$ cat config.mk
export PLATFORM = sky130hd
export DESIGN_NAME = register_4b_reader_flat
export DESIGN_NICKNAME = d
export VERILOG_FILES = /design/src/rtl/register_4b_reader_if.sv /design/src/rtl/register_4b_reader.sv /design/src/flat_wrapper.sv
export SDC_FILE = /design/constraint.sdc
export NUM_CORES = 1
export LEC_CHECK = 0
export BUFFER_PORTS_ARGS = -buffer_cell sky130_fd_sc_hd__clkbuf_2
export CAP_MARGIN = 20
export CORE_MARGIN = 4
export CORE_UTILIZATION = 50
export DETAILED_ROUTE_END_ITERATION = 12
export PLACE_DENSITY = 0.73
export RECOVER_POWER = 25
export SETUP_SLACK_MARGIN = 0.2
export SLEW_MARGIN = 25
export SYNTH_ARGS = -nofsm -noshare
export SYNTH_HDL_FRONTEND = slang
export SYNTH_SLANG_ARGS = --single-unit
$ cat constraint.sdc
create_clock -name clock -period 1.9 [get_ports clock]
set_clock_uncertainty 0.15 [all_clocks]
set_input_delay 0.38 -clock clock [delete_from_list [all_inputs] [get_ports clock]]
set_output_delay 0.38 -clock clock [all_outputs]
set_load 0.1 [all_outputs]
$ cat src/rtl/register_4b_reader_if.sv
// Request, bank-select and result handshake bundle for register_4b_reader.
// The slave modport is the reader's view; master is the requester/bank/consumer side.
interface register_4b_reader_if #(
  parameter int NUM_REGS = 4,
  parameter int ADDR_W   = 2
);
  logic                input_req_valid;
  logic                output_req_ready;
  logic [ADDR_W-1:0]   input_req_addr;
  logic [NUM_REGS-1:0] output_reg_sel;
  logic [3:0]          input_reg_q;
  logic                output_data_valid;
  logic                input_data_ready;
  logic [3:0]          output_data;
  logic [ADDR_W-1:0]   output_data_addr;
  logic                output_error;

  modport slave (
    input  input_req_valid, input_req_addr, input_reg_q, input_data_ready,
    output output_req_ready, output_reg_sel, output_data_valid,
    output output_data, output_data_addr, output_error
  );

  modport master (
    output input_req_valid, input_req_addr, input_reg_q, input_data_ready,
    input  output_req_ready, output_reg_sel, output_data_valid,
    input  output_data, output_data_addr, output_error
  );
endinterface

$ cat src/rtl/register_4b_reader.sv
// Read-side sequencer for a bank of 4-bit registers: one-cycle SELECT stage
// driving a one-hot output-enable, followed by a 2-entry result FIFO.
module register_4b_reader #(
  parameter int NUM_REGS = 4,
  parameter int ADDR_W   = 2
) (
  input  logic                 clock,
  input  logic                 input_clear_n,
  register_4b_reader_if.slave  bus
);

  localparam logic [ADDR_W:0] LP_NUM_REGS = (ADDR_W + 1)'(NUM_REGS);

  logic              r_selValid;
  logic [ADDR_W-1:0] r_selAddr;
  logic [3:0]        r_bufData [2];
  logic [ADDR_W-1:0] r_bufAddr [2];
  logic              r_wrPtr;
  logic              r_rdPtr;
  logic [1:0]        r_count;
  logic              r_error;

  logic [1:0]          w_inFlight;
  logic                w_reqReady;
  logic                w_reqFire;
  logic                w_reqInRange;
  logic                w_selInRange;
  logic                w_push;
  logic                w_pop;
  logic [3:0]          w_pushData;
  logic [NUM_REGS-1:0] w_sel;

  // Ready counts the SELECT stage as occupied so a push can never find the FIFO full.
  assign w_inFlight   = r_count + {1'b0, r_selValid};
  assign w_reqReady   = (w_inFlight < 2'd2);
  assign w_reqFire    = bus.input_req_valid && w_reqReady;
  assign w_reqInRange = ({1'b0, bus.input_req_addr} < LP_NUM_REGS);
  assign w_selInRange = ({1'b0, r_selAddr} < LP_NUM_REGS);
  assign w_push       = r_selValid;
  assign w_pop        = (r_count != 2'd0) && bus.input_data_ready;
  assign w_pushData   = w_selInRange ? bus.input_reg_q : 4'h0;

  always_comb begin
    w_sel = '0;
    for (int i = 0; i < NUM_REGS; i++) begin
      if (r_selValid && (r_selAddr == ADDR_W'(i))) begin
        w_sel[i] = 1'b1;
      end
    end
  end

  always_ff @(posedge clock) begin
    if (!input_clear_n) begin
      r_selValid <= 1'b0;
      r_selAddr  <= '0;
      r_bufData  <= '{default: 4'h0};
      r_bufAddr  <= '{default: '0};
      r_wrPtr    <= 1'b0;
      r_rdPtr    <= 1'b0;
      r_count    <= 2'd0;
      r_error    <= 1'b0;
    end else begin
      r_selValid <= w_reqFire;
      if (w_reqFire) begin
        r_selAddr <= bus.input_req_addr;
      end
      if (w_reqFire && !w_reqInRange) begin
        r_error <= 1'b1;
      end
      // Q is captured from the pre-edge bus, so a same-edge bank write is not seen.
      if (w_push) begin
        r_bufData[r_wrPtr] <= w_pushData;
        r_bufAddr[r_wrPtr] <= r_selAddr;
        r_wrPtr            <= ~r_wrPtr;
      end
      if (w_pop) begin
        r_rdPtr <= ~r_rdPtr;
      end
      unique case ({w_push, w_pop})
        2'b10:   r_count <= r_count + 2'd1;
        2'b01:   r_count <= r_count - 2'd1;
        default: r_count <= r_count;
      endcase
    end
  end

  assign bus.output_req_ready  = w_reqReady;
  assign bus.output_reg_sel    = w_sel;
  assign bus.output_data_valid = (r_count != 2'd0);
  assign bus.output_data       = r_bufData[r_rdPtr];
  assign bus.output_data_addr  = r_bufAddr[r_rdPtr];
  assign bus.output_error      = r_error;

endmodule

$ cat src/flat_wrapper.sv
// flat-port wrapper written by rule: the top's interface ports become plain ports
module register_4b_reader_flat 
#(
  parameter int NUM_REGS = 4,
  parameter int ADDR_W   = 2
)
  (clock, input_clear_n, bus_input_req_valid, bus_input_req_addr, bus_input_reg_q, bus_input_data_ready, bus_output_req_ready, bus_output_reg_sel, bus_output_data_valid, bus_output_data, bus_output_data_addr, bus_output_error);
  register_4b_reader_if #(.NUM_REGS(NUM_REGS), .ADDR_W(ADDR_W)) bus_i ();
  input  logic clock;
  input  logic input_clear_n;
  input wire logic [$bits(bus_i.input_req_valid)-1:0] bus_input_req_valid;
  input wire logic [$bits(bus_i.input_req_addr)-1:0] bus_input_req_addr;
  input wire logic [$bits(bus_i.input_reg_q)-1:0] bus_input_reg_q;
  input wire logic [$bits(bus_i.input_data_ready)-1:0] bus_input_data_ready;
  output wire logic [$bits(bus_i.output_req_ready)-1:0] bus_output_req_ready;
  output wire logic [$bits(bus_i.output_reg_sel)-1:0] bus_output_reg_sel;
  output wire logic [$bits(bus_i.output_data_valid)-1:0] bus_output_data_valid;
  output wire logic [$bits(bus_i.output_data)-1:0] bus_output_data;
  output wire logic [$bits(bus_i.output_data_addr)-1:0] bus_output_data_addr;
  output wire logic [$bits(bus_i.output_error)-1:0] bus_output_error;
  assign bus_i.input_req_valid = bus_input_req_valid;
  assign bus_i.input_req_addr = bus_input_req_addr;
  assign bus_i.input_reg_q = bus_input_reg_q;
  assign bus_i.input_data_ready = bus_input_data_ready;
  assign bus_output_req_ready = bus_i.output_req_ready;
  assign bus_output_reg_sel = bus_i.output_reg_sel;
  assign bus_output_data_valid = bus_i.output_data_valid;
  assign bus_output_data = bus_i.output_data;
  assign bus_output_data_addr = bus_i.output_data_addr;
  assign bus_output_error = bus_i.output_error;
  register_4b_reader #(.NUM_REGS(NUM_REGS), .ADDR_W(ADDR_W)) u_core (.clock(clock), .input_clear_n(input_clear_n), .bus(bus_i));
endmodule
==> results_dict.tcl <==
set metrics [dict create \
    grt_max_degree 22 \
    cts_buffer_depth 2 \
    maxCapViolCount 0 \
    synth-edff-count 0 \
    finalCritPeriodShare 0.947 \
    syn_area_sq_um 883 \
    yosys.area.top_type "dfxtp_1" \
    die_h_um 50.0 \
    critical_path_peak_fanout 7 \
    setup_violations 0 \
    drv_slew 0 \
    criticalPathCategory "flop to primary output" \
    yosysWarnings 0 \
    wl_per_cell_um 15.3 \
    power.total_mw 1.60 \
    postRouteAntennaNets 0 \
    drive_gt1_frac 0.413 \
    p_clk_frac 0.133 \
    pin_count 23 \
    worstPathArrival_ns 1.27 \
    synth-async-reset-ratio 0 \
    comb_power_share 0.517 \
    synth_cell_type_count 26 \
    io_buffers 21 \
    die-area_sq_um 2500 \
    cts-root-buf "clkbuf_4" \
    cts_hold_buf 0 \
    ys_seq_area_frac 0.431 \
    routabilityCongestion 0.748 \
    fin_crit_ns 1.80 \
    seq_power_share 0.351 \
    ys_top_cells_by_area "dfxtp_1 43%, nand2_1 11%, a21boi_0 11%" \
    final_nets 138 \
    initial_core_util 0.554 \
    fin_tns_setup_ns 0 \
    status "finished clean" \
    clk-insertion-delay-late_ns 0.31 \
    fin_cells 150 \
    ir_worst_vdd_mv 0.916 \
    ys_seq_elements 19 \
    worst_hold_slack_ns 0.126 \
    p_sw_mw 0.713 \
    avgSynthCellArea_sq_um 8.66 \
    rsz0062_at_grt "true" \
    hpwl_mm 1.35 \
    p_int_mw 0.889 \
    vias_per_cell 5.29 \
    cp-start-kind "flop" \
    drc_errors 0 \
    final_core_util 0.859 \
    mappedNetlistNets 113 \
    fin_ws_ns 0.100 \
    syn_to_final_growth_pct 55.1 \
    synth_most_common_cell "nand2_1" \
    core_sq_um 1590 \
    vias 794 \
    fmax_mhz 556 \
    grt_pass1_wl_mm 3.52 \
    clkSlewWorstSetupHoldPaths_ns 0.11 \
    dp_cells 143 \
    grt_pass1_vias 742 \
    powerDensity_nw_per_um2 1170 \
    htree_levels 1 \
    drt-initial-drc-count 24 \
    synthCells 102 \
    cts_buffers 3 \
    yosysTopAreaCellShare 0.431 \
    endpoint_kind "primary output" \
    overflow 0 \
    antenna_found_initial 0 \
    ys.flop_type "dfxtp_1" \
    dp_slack_ns 0.237 \
    die_x_um 50.0 \
    finalHoldViolCount 0 \
    num_antenna_cells 0 \
    hp-class "input pin to flop" \
    required_ns 1.37 \
    cts_sinks 19 \
    grt_use_total 0.189 \
    power_leakage_nw 0.540 \
    row_count 14 \
    netlist_top_cells_count "27 x nand2_1, 19 x dfxtp_1, 13 x a21boi_0" \
    drt-total-wl_mm 2.30 \
    final_area_sq_um 1370 \
    dpl_cell_area_sq_um 1240 \
    sw_frac_of_total 0.445 \
    dr.pass1.iters 4 \
    cts_tree "done" \
]
## registers in the layout, indices dropped and copies added, names as in the netlist
register	count
u_core.r_bufAddr	4
u_core.r_bufData	8
u_core.r_count	2
u_core.r_rdPtr	1
u_core.r_selAddr	2
u_core.r_selValid	1
u_core.r_wrPtr	1
## cells in the final DEF, fill, tap and decap left out, drive strengths merged, types with 2 or more instances in the layout
cell,instances
mux2,6
mux2i,3
nand2b,2
xnor2,3
clkbuf,13
nand2,27
buf,16
dfxtp,19
nand3,6
and2,2
nor2b,2
a21boi,14
## area by class of cell
| cell class | count | area (sq um) |
|---|---|---|
| Tap cell | 24 | 30.0 |
| Clock inverter | 1 | 5.00 |
| Clock buffer | 3 | 22.5 |
| Multi-Input combinational cell | 76 | 577 |
| Sequential cell | 19 | 400 |
| Inverter | 1 | 8.76 |
| Timing Repair Buffer | 26 | 327 |
| Fill cell | 85 | 224 |
## path summary, 6_finish.rpt
check | start | end | slack (ns) | cells after the start
setup / recovery | u_core.r_rdPtr | bus_output_data[2] | 0.10 | 2
hold / removal | bus_input_req_addr[1] | u_core.r_selAddr[1] | 0.13 | 3
setup reg to reg | u_core.r_selValid | u_core.r_bufAddr[3] | 0.24 | 5
hold reg to reg | u_core.r_bufData[5] | u_core.r_bufData[5] | 0.32 | 2
## kinds of logic (layout without fill, tap and decap cells)
logic type	Yosys count	after routing	share of synthesized area
fa+ha+maj	1	1	0.0142
mux	9	9	0.110
other cells	1	1	0.00425
flops	19	19	0.431
xor+xnor	4	4	0.0397
compound gates	16	16	0.133
buf+inv	7	31	0.0368
simple gates	45	45	0.231
## power groups by stage
stage	clock network, mW	registers (mW)	logic, mW
3_3_place_gp	0	0.531	0.749
6_report	0.213	0.562	0.828
2_1_floorplan	0	0.502	0.549
4_1_cts	0.213	0.543	0.789
3_5_place_dp	0	0.534	0.760
5_1_grt	0.240	0.572	0.869
## metal layers
metal  GRT usage  share of wire
met3      0.0361          0.068
met5           0              0
met2       0.276           0.48
met1       0.243           0.41
met4       0.138          0.044
## worst max-delay path, stage by stage (launching register included)
cell     delay [ns]
dfxtp_4        0.45
mux2_4         0.34
buf_12         0.17
## what timing repair did
| item | in CTS | in global routing |
|---|---|---|
| setup buffers | 2 | 1 |
| endpoints found under the setup margin | 12 | 13 |
| pin swaps | 1 | 3 |
| gates resized for setup | 12 | 13 |
Note: power is estimated with default switching activity, not from simulation.
